<file path="src/rtl/video_timing_gen.sv">
// video_timing_gen -- raster timing generator for a TMDS/DVI transmitter.
//
// Walks an (hcount, vcount) raster of H_TOTAL x V_TOTAL positions, one step
// per cycle with en=1. Each line and each frame is ordered active, front
// porch, sync, back porch. Every output is registered and is derived from the
// same next-state counter values. This keeps vde, sync, cd and the start
// pulses aligned with the hcount/vcount shown in the same cycle, one cycle
// after the en=1 cycle that caused the step.
//
// Reset parks the counters on the last raster position. The first en=1 cycle
// after reset therefore presents (0,0) with frame_start.
//
// Optional feature: define VIDEO_TEST_PATTERN_EN to add red/green/blue outputs
// that carry eight vertical colour bars, registered alongside vde.

module video_timing_gen #(
  parameter int H_ACTIVE = 640,
  parameter int H_FP     = 16,
  parameter int H_SYNC   = 96,
  parameter int H_BP     = 48,
  parameter int V_ACTIVE = 480,
  parameter int V_FP     = 10,
  parameter int V_SYNC   = 2,
  parameter int V_BP     = 33,
  parameter bit HS_POL   = 1'b0,
  parameter bit VS_POL   = 1'b0
) (
  input  logic        clk,
  input  logic        rst,
  input  logic        en,
  output logic [11:0] hcount,
  output logic [11:0] vcount,
  output logic        vde,
  output logic        hsync,
  output logic        vsync,
  output logic [1:0]  cd,
  output logic        line_start,
  output logic        frame_start
`ifdef VIDEO_TEST_PATTERN_EN
  ,
  output logic [7:0]  red,
  output logic [7:0]  green,
  output logic [7:0]  blue
`endif
);

  // Raster geometry, widened to the 12-bit counter width once here.
  localparam int H_TOTAL = H_ACTIVE + H_FP + H_SYNC + H_BP;
  localparam int V_TOTAL = V_ACTIVE + V_FP + V_SYNC + V_BP;

  localparam logic [11:0] H_LAST     = 12'(H_TOTAL - 1);
  localparam logic [11:0] V_LAST     = 12'(V_TOTAL - 1);
  localparam logic [11:0] H_ACT      = 12'(H_ACTIVE);
  localparam logic [11:0] V_ACT      = 12'(V_ACTIVE);
  localparam logic [11:0] H_SYNC_BEG = 12'(H_ACTIVE + H_FP);
  localparam logic [11:0] H_SYNC_END = 12'(H_ACTIVE + H_FP + H_SYNC);
  localparam logic [11:0] V_SYNC_BEG = 12'(V_ACTIVE + V_FP);
  localparam logic [11:0] V_SYNC_END = 12'(V_ACTIVE + V_FP + V_SYNC);

  // Registered state; every output is driven straight from one of these.
  logic [11:0] hcount_q, hcount_d;
  logic [11:0] vcount_q, vcount_d;
  logic        vde_q, vde_d;
  logic        hsync_q, hsync_d;
  logic        vsync_q, vsync_d;
  logic [1:0]  cd_q, cd_d;
  logic        line_start_q, line_start_d;
  logic        frame_start_q, frame_start_d;

  // Next raster position and the outputs decoded from it; everything holds
  // while en=0, and the start pulses only fire on an actual advance.
  always_comb begin
    hcount_d      = hcount_q;
    vcount_d      = vcount_q;
    vde_d         = vde_q;
    hsync_d       = hsync_q;
    vsync_d       = vsync_q;
    line_start_d  = 1'b0;
    frame_start_d = 1'b0;
    if (en) begin
      if (hcount_q == H_LAST) begin
        hcount_d = 12'd0;
        if (vcount_q == V_LAST) begin
          vcount_d = 12'd0;
        end else begin
          vcount_d = vcount_q + 12'd1;
        end
      end else begin
        hcount_d = hcount_q + 12'd1;
        vcount_d = vcount_q;
      end

      vde_d = (hcount_d < H_ACT) && (vcount_d < V_ACT);

      if ((hcount_d >= H_SYNC_BEG) && (hcount_d < H_SYNC_END)) begin
        hsync_d = HS_POL;
      end else begin
        hsync_d = ~HS_POL;
      end

      // Vertical sync depends on the line only, so it spans whole lines.
      if ((vcount_d >= V_SYNC_BEG) && (vcount_d < V_SYNC_END)) begin
        vsync_d = VS_POL;
      end else begin
        vsync_d = ~VS_POL;
      end

      line_start_d  = (hcount_d == 12'd0);
      frame_start_d = (hcount_d == 12'd0) && (vcount_d == 12'd0);
    end else begin
      hcount_d = hcount_q;
      vcount_d = vcount_q;
    end
    // Control data for the blue-channel encoder follows the polarity-applied syncs.
    cd_d = {vsync_d, hsync_d};
  end

  // State register; reset parks on the last raster position and wins over en.
  always_ff @(posedge clk) begin
    if (rst) begin
      hcount_q      <= H_LAST;
      vcount_q      <= V_LAST;
      vde_q         <= 1'b0;
      hsync_q       <= ~HS_POL;
      vsync_q       <= ~VS_POL;
      cd_q          <= {~VS_POL, ~HS_POL};
      line_start_q  <= 1'b0;
      frame_start_q <= 1'b0;
    end else begin
      hcount_q      <= hcount_d;
      vcount_q      <= vcount_d;
      vde_q         <= vde_d;
      hsync_q       <= hsync_d;
      vsync_q       <= vsync_d;
      cd_q          <= cd_d;
      line_start_q  <= line_start_d;
      frame_start_q <= frame_start_d;
    end
  end

  assign hcount      = hcount_q;
  assign vcount      = vcount_q;
  assign vde         = vde_q;
  assign hsync       = hsync_q;
  assign vsync       = vsync_q;
  assign cd          = cd_q;
  assign line_start  = line_start_q;
  assign frame_start = frame_start_q;

`ifdef VIDEO_TEST_PATTERN_EN
  localparam int BAR_W = H_ACTIVE / 8;

  logic [2:0]  bar_d;
  logic [23:0] rgb_d;
  logic [23:0] rgb_q;

  // Bar index of the next pixel: counts how many bar boundaries it has passed.
  always_comb begin
    bar_d = 3'd0;
    for (int k = 1; k < 8; k++) begin
      if (hcount_d >= 12'(k * BAR_W)) begin
        bar_d = bar_d + 3'd1;
      end else begin
        bar_d = bar_d;
      end
    end
  end

  // Bar colour lookup, blanked outside the active area so it tracks vde.
  always_comb begin
    rgb_d = 24'h000000;
    if (vde_d) begin
      case (bar_d)
        3'd0:    rgb_d = 24'hFFFFFF; // white
        3'd1:    rgb_d = 24'hFFFF00; // yellow
        3'd2:    rgb_d = 24'h00FFFF; // cyan
        3'd3:    rgb_d = 24'h00FF00; // green
        3'd4:    rgb_d = 24'hFF00FF; // magenta
        3'd5:    rgb_d = 24'hFF0000; // red
        3'd6:    rgb_d = 24'h0000FF; // blue
        3'd7:    rgb_d = 24'h000000; // black
        default: rgb_d = 24'h000000;
      endcase
    end else begin
      rgb_d = 24'h000000;
    end
  end

  // Pixel colour register, loaded on the same edge as vde.
  always_ff @(posedge clk) begin
    if (rst) begin
      rgb_q <= 24'h000000;
    end else begin
      rgb_q <= rgb_d;
    end
  end

  assign red   = rgb_q[23:16];
  assign green = rgb_q[15:8];
  assign blue  = rgb_q[7:0];
`endif

endmodule

</file>
<file path="config.mk">
export PLATFORM = sky130hd
export DESIGN_NAME = video_timing_gen
export DESIGN_NICKNAME = d
export VERILOG_FILES = /design/src/rtl/video_timing_gen.sv
export SDC_FILE = /design/constraint.sdc
export NUM_CORES = 1
export LEC_CHECK = 0
export ABC_CLOCK_PERIOD_IN_PS = 3250
export CELL_PAD_IN_SITES_DETAIL_PLACEMENT = 1
export CELL_PAD_IN_SITES_GLOBAL_PLACEMENT = 2
export CORE_MARGIN = 10
export CORE_UTILIZATION = 31
export DETAILED_ROUTE_END_ITERATION = 8
export PLACE_DENSITY_LB_ADDON = 0.2
export SLEW_MARGIN = 20
export SYNTH_ARGS = -nofsm -noshare
export SYNTH_HDL_FRONTEND = slang
export SYNTH_SLANG_ARGS = --single-unit
</file>
<file path="constraint.sdc">
create_clock -name clk -period 3.25 [get_ports clk]
set_input_delay 0.65 -clock clk [delete_from_list [all_inputs] [get_ports clk]]
set_output_delay 0.65 -clock clk [all_outputs]
set_load 0.01 [all_outputs]
</file>
# Word level (Yosys, flattened, before mapping)
# Index checks and enable logic that the tools add are counted.
# word_totals
out_inout_bits	31
input_bits	3
elab_cells	35
latch_bits	0
ramBits	0
n_memories	0
mem_bits_ro	0
regBits	31
# op_classes
n_bitwise	1
div_mod_pow	0
add_sub_neg	2
muxes	9
multipliers	0
n_eq_ne	2
reduce_logical	7
magnitude_cmp	6
shift	0
# ops
op	n
$mux W12	5
$add A12 B1 Y12 const B	2
$eq A12 B10 Y1 const B	2
$logic_not A12 Y1	2
$lt A12 B10 Y1 const B	2
$lt A12 B9 Y1 const B	2
$ge A12 B10 Y1 const B	1
$ge A12 B9 Y1 const B	1
$logic_and A1 B1 Y1	4
$mux W1	4
$reduce_or A2 Y1	1
$not A1 Y1	1

# Depth between registers and ports, before layout
# Gate-level depths: netlist of the first run.
# depth
ltp_word	8
mapped_depth	9
depth_no_buf	8

# Worst setup path after synthesis of the first run
# OpenSTA, ideal clock, no wires.
# synth_path
kind	reg2reg
startpoint	register vcount_q[1], in the netlist vcount[1]
endpoint	register vde_q, in the netlist vde
setup_ns	0.096
setup_slack_ns	0.691
arrival_time_ns	2.464
stages_incl_launch_ff	9
period_less_slack_ns	2.559
path_buffers	1
required_time_ns	3.154
path_cell_list	dfxtp_1 > ha_1 > clkbuf_1 > and4_1 > or4b_2 > xnor2_1 > and3_1 > o211a_1 > o41ai_2
# synth_between
elab_chain_cells	6
elab_cells_between_ends	7
cone_classes	add/sub: 1; order compare: 1; eq/ne: 1; mux: 3; reduce/logical: 1
# synth_rtl
item	line	source
start: declaration	62	logic [11:0] vcount_q, vcount_d;
start signal: assignment	131	vcount_q <= vcount_d;
$add A12 B1 Y12 / $eq A12 B10 Y1 (equally long branches)	86, 83	
$mux W12	83	if (vcount_q == V_LAST) begin
$mux W12 *	81	if (hcount_q == H_LAST) begin
$mux W12 *	80	if (en) begin
$lt A12 B9 Y1 *	93	vde_d = (hcount_d < H_ACT) && (vcount_d < V_ACT);
$logic_and A1 B1 Y1 *	93	
end signal: assignment	132	vde_q <= vde_d;
end: declaration	63	logic vde_q, vde_d;
# Mark *: on every way between the ends. The rest lies on a longest branch, timed or not. The select of a mux whose other input is x is not followed.
# A chain may end at the register's enable or synchronous reset.

# Final worst setup path of the first run
# layout_path
startpoint	register hcount_q[1], in the netlist hcount[1]
endpoint	register vde_q, in the netlist vde
# layout_between
elab_chain_cells	5
elab_cells_between_ends	9
cone_classes	add/sub: 1; order compare: 2; eq/ne: 1; mux: 4; reduce/logical: 1
# layout_rtl
item	line	source
start: declaration	61	logic [11:0] hcount_q, hcount_d;
start signal: assignment	130	hcount_q <= hcount_d;
$add A12 B1 Y12 / $eq A12 B10 Y1 (equally long branches)	89, 81	
$mux W12	81	
$mux W12	80	
$lt A12 B10 Y1 / $lt A12 B9 Y1 (equally long branches)	93	
$logic_and A1 B1 Y1 *	93	
# Marked as above.

==> reports/metrics.json, run 1 <==
{
  "worst_setup_path": {
    "setup_slack_of_the_most_critical_reg_to_reg_path_ps": 430,
    "critical_path.slowest_cell": "sky130_fd_sc_hd__or3_1",
    "cp_cell_sequence": "ha_1 -> nand4_1 -> or3_1 -> nor3_1 -> xor2_1 -> a21o_1 -> o41ai_2",
    "setup.worst_path.start_class": "flop",
    "critical_path_required_ps": 3430,
    "r2r_end": "vde",
    "slowest_delay_ps": 620,
    "cp-end-kind": "flop",
    "worst_r2r_path_depth": 7,
    "worstSetupPathType": "flop to flop",
    "logic_depth_of_the_worst_setup_path_including_buffers": 7,
    "critPathTopFamily": "simple AND/OR/NAND/NOR gates",
    "worst-endpoint-arrival_ps": 3010,
    "critical_path.reg2reg.startpoint": "hcount[1]",
    "path_buf_inv": 0,
    "cp-startpoint": "hcount[1]",
    "crit_fanout": 15
  },
  "sta": {
    "setup_total_negative_slack_ps": 0,
    "tightest_slew_ps": 563.1,
    "relative_slew_slack_pct": 62.46,
    "period_needed_ps": 2824,
    "fin_skew_ps": 2.853,
    "finalSetupViolations": 0,
    "rsz_0062_raised_after_global_routing": "no",
    "period_share_pct": 86.90,
    "final.setup.worst_slack_ps": 425.8,
    "hold-worst-slack_ps": 489.6,
    "fmaxAchievable_mhz": 354.1,
    "timing.final.hold_violations": 0,
    "final_max_slew_viol_count": 0
  },
  "floorplan": {
    "floorplan.die.width_um": 102.7,
    "vertical_die_dimension_um": 102.7,
    "initial_core_utilization_pct": 31.58,
    "io-pin-count": 34,
    "design.die.area_mm2": 0.01055,
    "placementRows": 30,
    "core_area_mm2": 0.006719
  },
  "run_status": {
    "outcome": "finished clean"
  },
  "logic_synthesis": {
    "synthTopCellsByArea": "sky130_fd_sc_hd__dfxtp_1 (27%), sky130_fd_sc_hd__a21oi_1 (4.2%), sky130_fd_sc_hd__nand4_1 (3.8%)",
    "synth_nets": 286,
    "netlist_area_mm2": 0.002122,
    "netlist-cell-type-count": 65,
    "synth_edf_count": 0,
    "postSynthCellCount": 280,
    "synth_top_cell_by_area": "sky130_fd_sc_hd__dfxtp_1",
    "syn-mean-instance-area_um2": 7.579,
    "ys_dominant_reg_cell": "sky130_fd_sc_hd__dfxtp_1",
    "ff_latch_count_synth": 29,
    "synth_top_cell_area_share_pct": 27.36,
    "asyncSetResetFlopFracSynth_pct": 0,
    "synth.yosys.warnings": 0,
    "post_synthesis_sequential_area_ratio_pct": 27.36
  },
  "hold_path": {
    "worstHoldEndpoint": "vde",
    "hold_start": "vde",
    "hold_class": "flop to flop",
    "min_delay_path_depth": 2
  },
  "clock_tree": {
    "cts.repair_timing.setup_buffer_count": 0,
    "cts_hold_buffers": 0,
    "cts.sink_count": 29,
    "cts.clk_slew.worst_paths_ps": 70,
    "post_cts.resized_instances": 0,
    "cts-buffers-inserted": 5,
    "htree_num_levels": 2,
    "tritoncts": "done",
    "cts-root-buf": "sky130_fd_sc_hd__clkbuf_8",
    "insertion_delay_ps": 280,
    "cts_max_path_buffers": 2
  },
  "finish": {
    "syn_to_final_growth_pct": 22.17,
    "final_nets": 307,
    "layout-drive-gt1-share_pct": 9.934,
    "n_antenna_cell": 0,
    "commonest_non_fill_non_tap_cell_in_the_layout": "sky130_fd_sc_hd__clkdlybuf4s50_1",
    "filler_cell_count": 814,
    "mostFrequentLayoutCells": "sky130_fd_sc_hd__clkdlybuf4s50_1 (33), sky130_fd_sc_hd__dfxtp_1 (29), sky130_fd_sc_hd__nor2_1 (20), sky130_fd_sc_hd__a21oi_1 (18), sky130_fd_sc_hd__nand2_1 (18)"
  },
  "detailed_routing": {
    "post-route-drc-count": 0,
    "routed-via-count": 2225,
    "vias_per_cell": 5.825,
    "drtPass1Iterations": 4,
    "detail_route.wl_per_cell_um": 18.26,
    "drt-initial-drc-count": 101,
    "totalWireLength_um": 6975,
    "ant_nets": 0
  },
  "global_route": {
    "gr-usage-all-layers_pct": 13.63,
    "first_global_vias": 2204,
    "antenna_found_initial": 0,
    "grt_start_max_net_pins": 17,
    "overflow": 0,
    "first_pass_grt_wire_length_um": 11510
  },
  "power_and_ir_drop": {
    "net_switching_power_figure_mw": 0.3984,
    "total_leakage_power_nw": 0.9378,
    "share_comb_of_total_power_pct": 32.0,
    "clockPowerShare_pct": 30.2,
    "peakVddDrop_mv": 0.1351,
    "power.switching_fraction_pct": 35.70,
    "intPower_mw": 0.7174,
    "seq_power_share_pct": 37.9,
    "power_density_mw_per_mm2": 430.4
  },
  "placed_design": {
    "hpwl_um": 5210,
    "portBuffers": 33,
    "place.gp.congestion": 0.7941,
    "dp_worst_setup_slack_ps": 437.4
  },
  "flow_run": {
    "maxCapViolCount": 0
  }
}
==> per-layer routing <==
layer / GRT usage, % / share of wire [%]
met2: 22.62 / 48
met5: 0 / 0
met1: 17.22 / 47
met3: 3.217 / 3.6
met4: 3.636 / 0.50
==> cells by family after synthesis <==
logic type	count (synthesis)	share of synthesized area, %
compound gates	68	21.82
xor+xnor	12	4.953
fa+ha+maj	3	1.769
buf+inv	33	6.957
flops	29	27.36
mux	3	1.474
simple gates	132	35.67
==> cells in the mapped netlist (3+ instances only) <==
library cell,number
sky130_fd_sc_hd__a211o_1,3
sky130_fd_sc_hd__or3_1,7
sky130_fd_sc_hd__and3_1,8
sky130_fd_sc_hd__clkbuf_1,17
sky130_fd_sc_hd__inv_1,4
sky130_fd_sc_hd__and4_1,5
sky130_fd_sc_hd__nor3b_1,3
sky130_fd_sc_hd__ha_1,3
sky130_fd_sc_hd__xor2_1,5
sky130_fd_sc_hd__a31oi_1,6
sky130_fd_sc_hd__or4_1,3
sky130_fd_sc_hd__a21oi_1,18
sky130_fd_sc_hd__o21ai_0,14
sky130_fd_sc_hd__nor2_1,20
sky130_fd_sc_hd__nand3_1,14
sky130_fd_sc_hd__nor3_1,16
sky130_fd_sc_hd__and2_1,4
sky130_fd_sc_hd__xnor2_1,7
sky130_fd_sc_hd__nor2b_1,4
sky130_fd_sc_hd__buf_2,7
sky130_fd_sc_hd__a211oi_1,3
sky130_fd_sc_hd__nand2_1,18
sky130_fd_sc_hd__nand4_1,13
sky130_fd_sc_hd__dfxtp_1,29
==> registers in the layout (all words and copies together), names as in the netlist <==
| register | cells |
|---|---|
| frame_start | 1 |
| cd | 1 |
| vcount | 12 |
| hcount | 12 |
| vsync | 1 |
| line_start | 1 |
| vde | 1 |
==> per-stage QoR <==
step	instances	instance area, um2	util [%]	power, mW
after floorplan	280	2122	-	0.6728
after global placement	374	2491	37.08	0.7866
after detailed placement	374	2491	37.08	0.7885
after CTS	382	2592	38.58	1.136
after global routing	382	2592	38.58	1.195
final	382	2592	38.58	1.116
==> how the worst max path moves through the flow <==
stage                     endpoint  slack [ps]
after floorplan                vde         690
after global placement       vsync         530
after detailed placement       vde         440
after CTS                      vde         420
after global routing           vde         230
final                          vde         430
==> layout make-up <==
| class | count | area (um2) | area share [%] |
|---|---|---|---|
| Multi-Input combinational cell | 218 | 1394 | 53.76 |
| Inverter | 5 | 18.77 | 0.7239 |
| Sequential cell | 29 | 580.6 | 22.39 |
| Tap cell | 80 | 100.1 | 3.861 |
| Clock buffer | 7 | 96.34 | 3.716 |
| Timing Repair Buffer | 42 | 397.9 | 15.35 |
| Clock inverter | 1 | 5.005 | 0.1930 |
==> power by group through the flow <==
stage          combinational (mW)  clock, mW  sequential (mW)
2_1_floorplan               0.260          0            0.412
6_report                    0.357      0.337            0.423
4_1_cts                     0.361      0.352            0.422
3_3_place_gp                0.356          0            0.431
5_1_grt                     0.398      0.368            0.429
3_5_place_dp                0.358          0            0.431
==> worst min-delay path, cell delays in order, from the launching register on <==
cell and delay [ps]:
sky130_fd_sc_hd__dfxtp_1 330, sky130_fd_sc_hd__nand2_1 80, sky130_fd_sc_hd__o41ai_2 50
Power figures use the tool's default switching activity.
==> inputs of run 2 (changes only) <==
Settings changed: CTS_CLUSTER_SIZE set to 40.
==> results of run 2 <==
The final DEF is identical to that of run 1; final timing and power are the same.
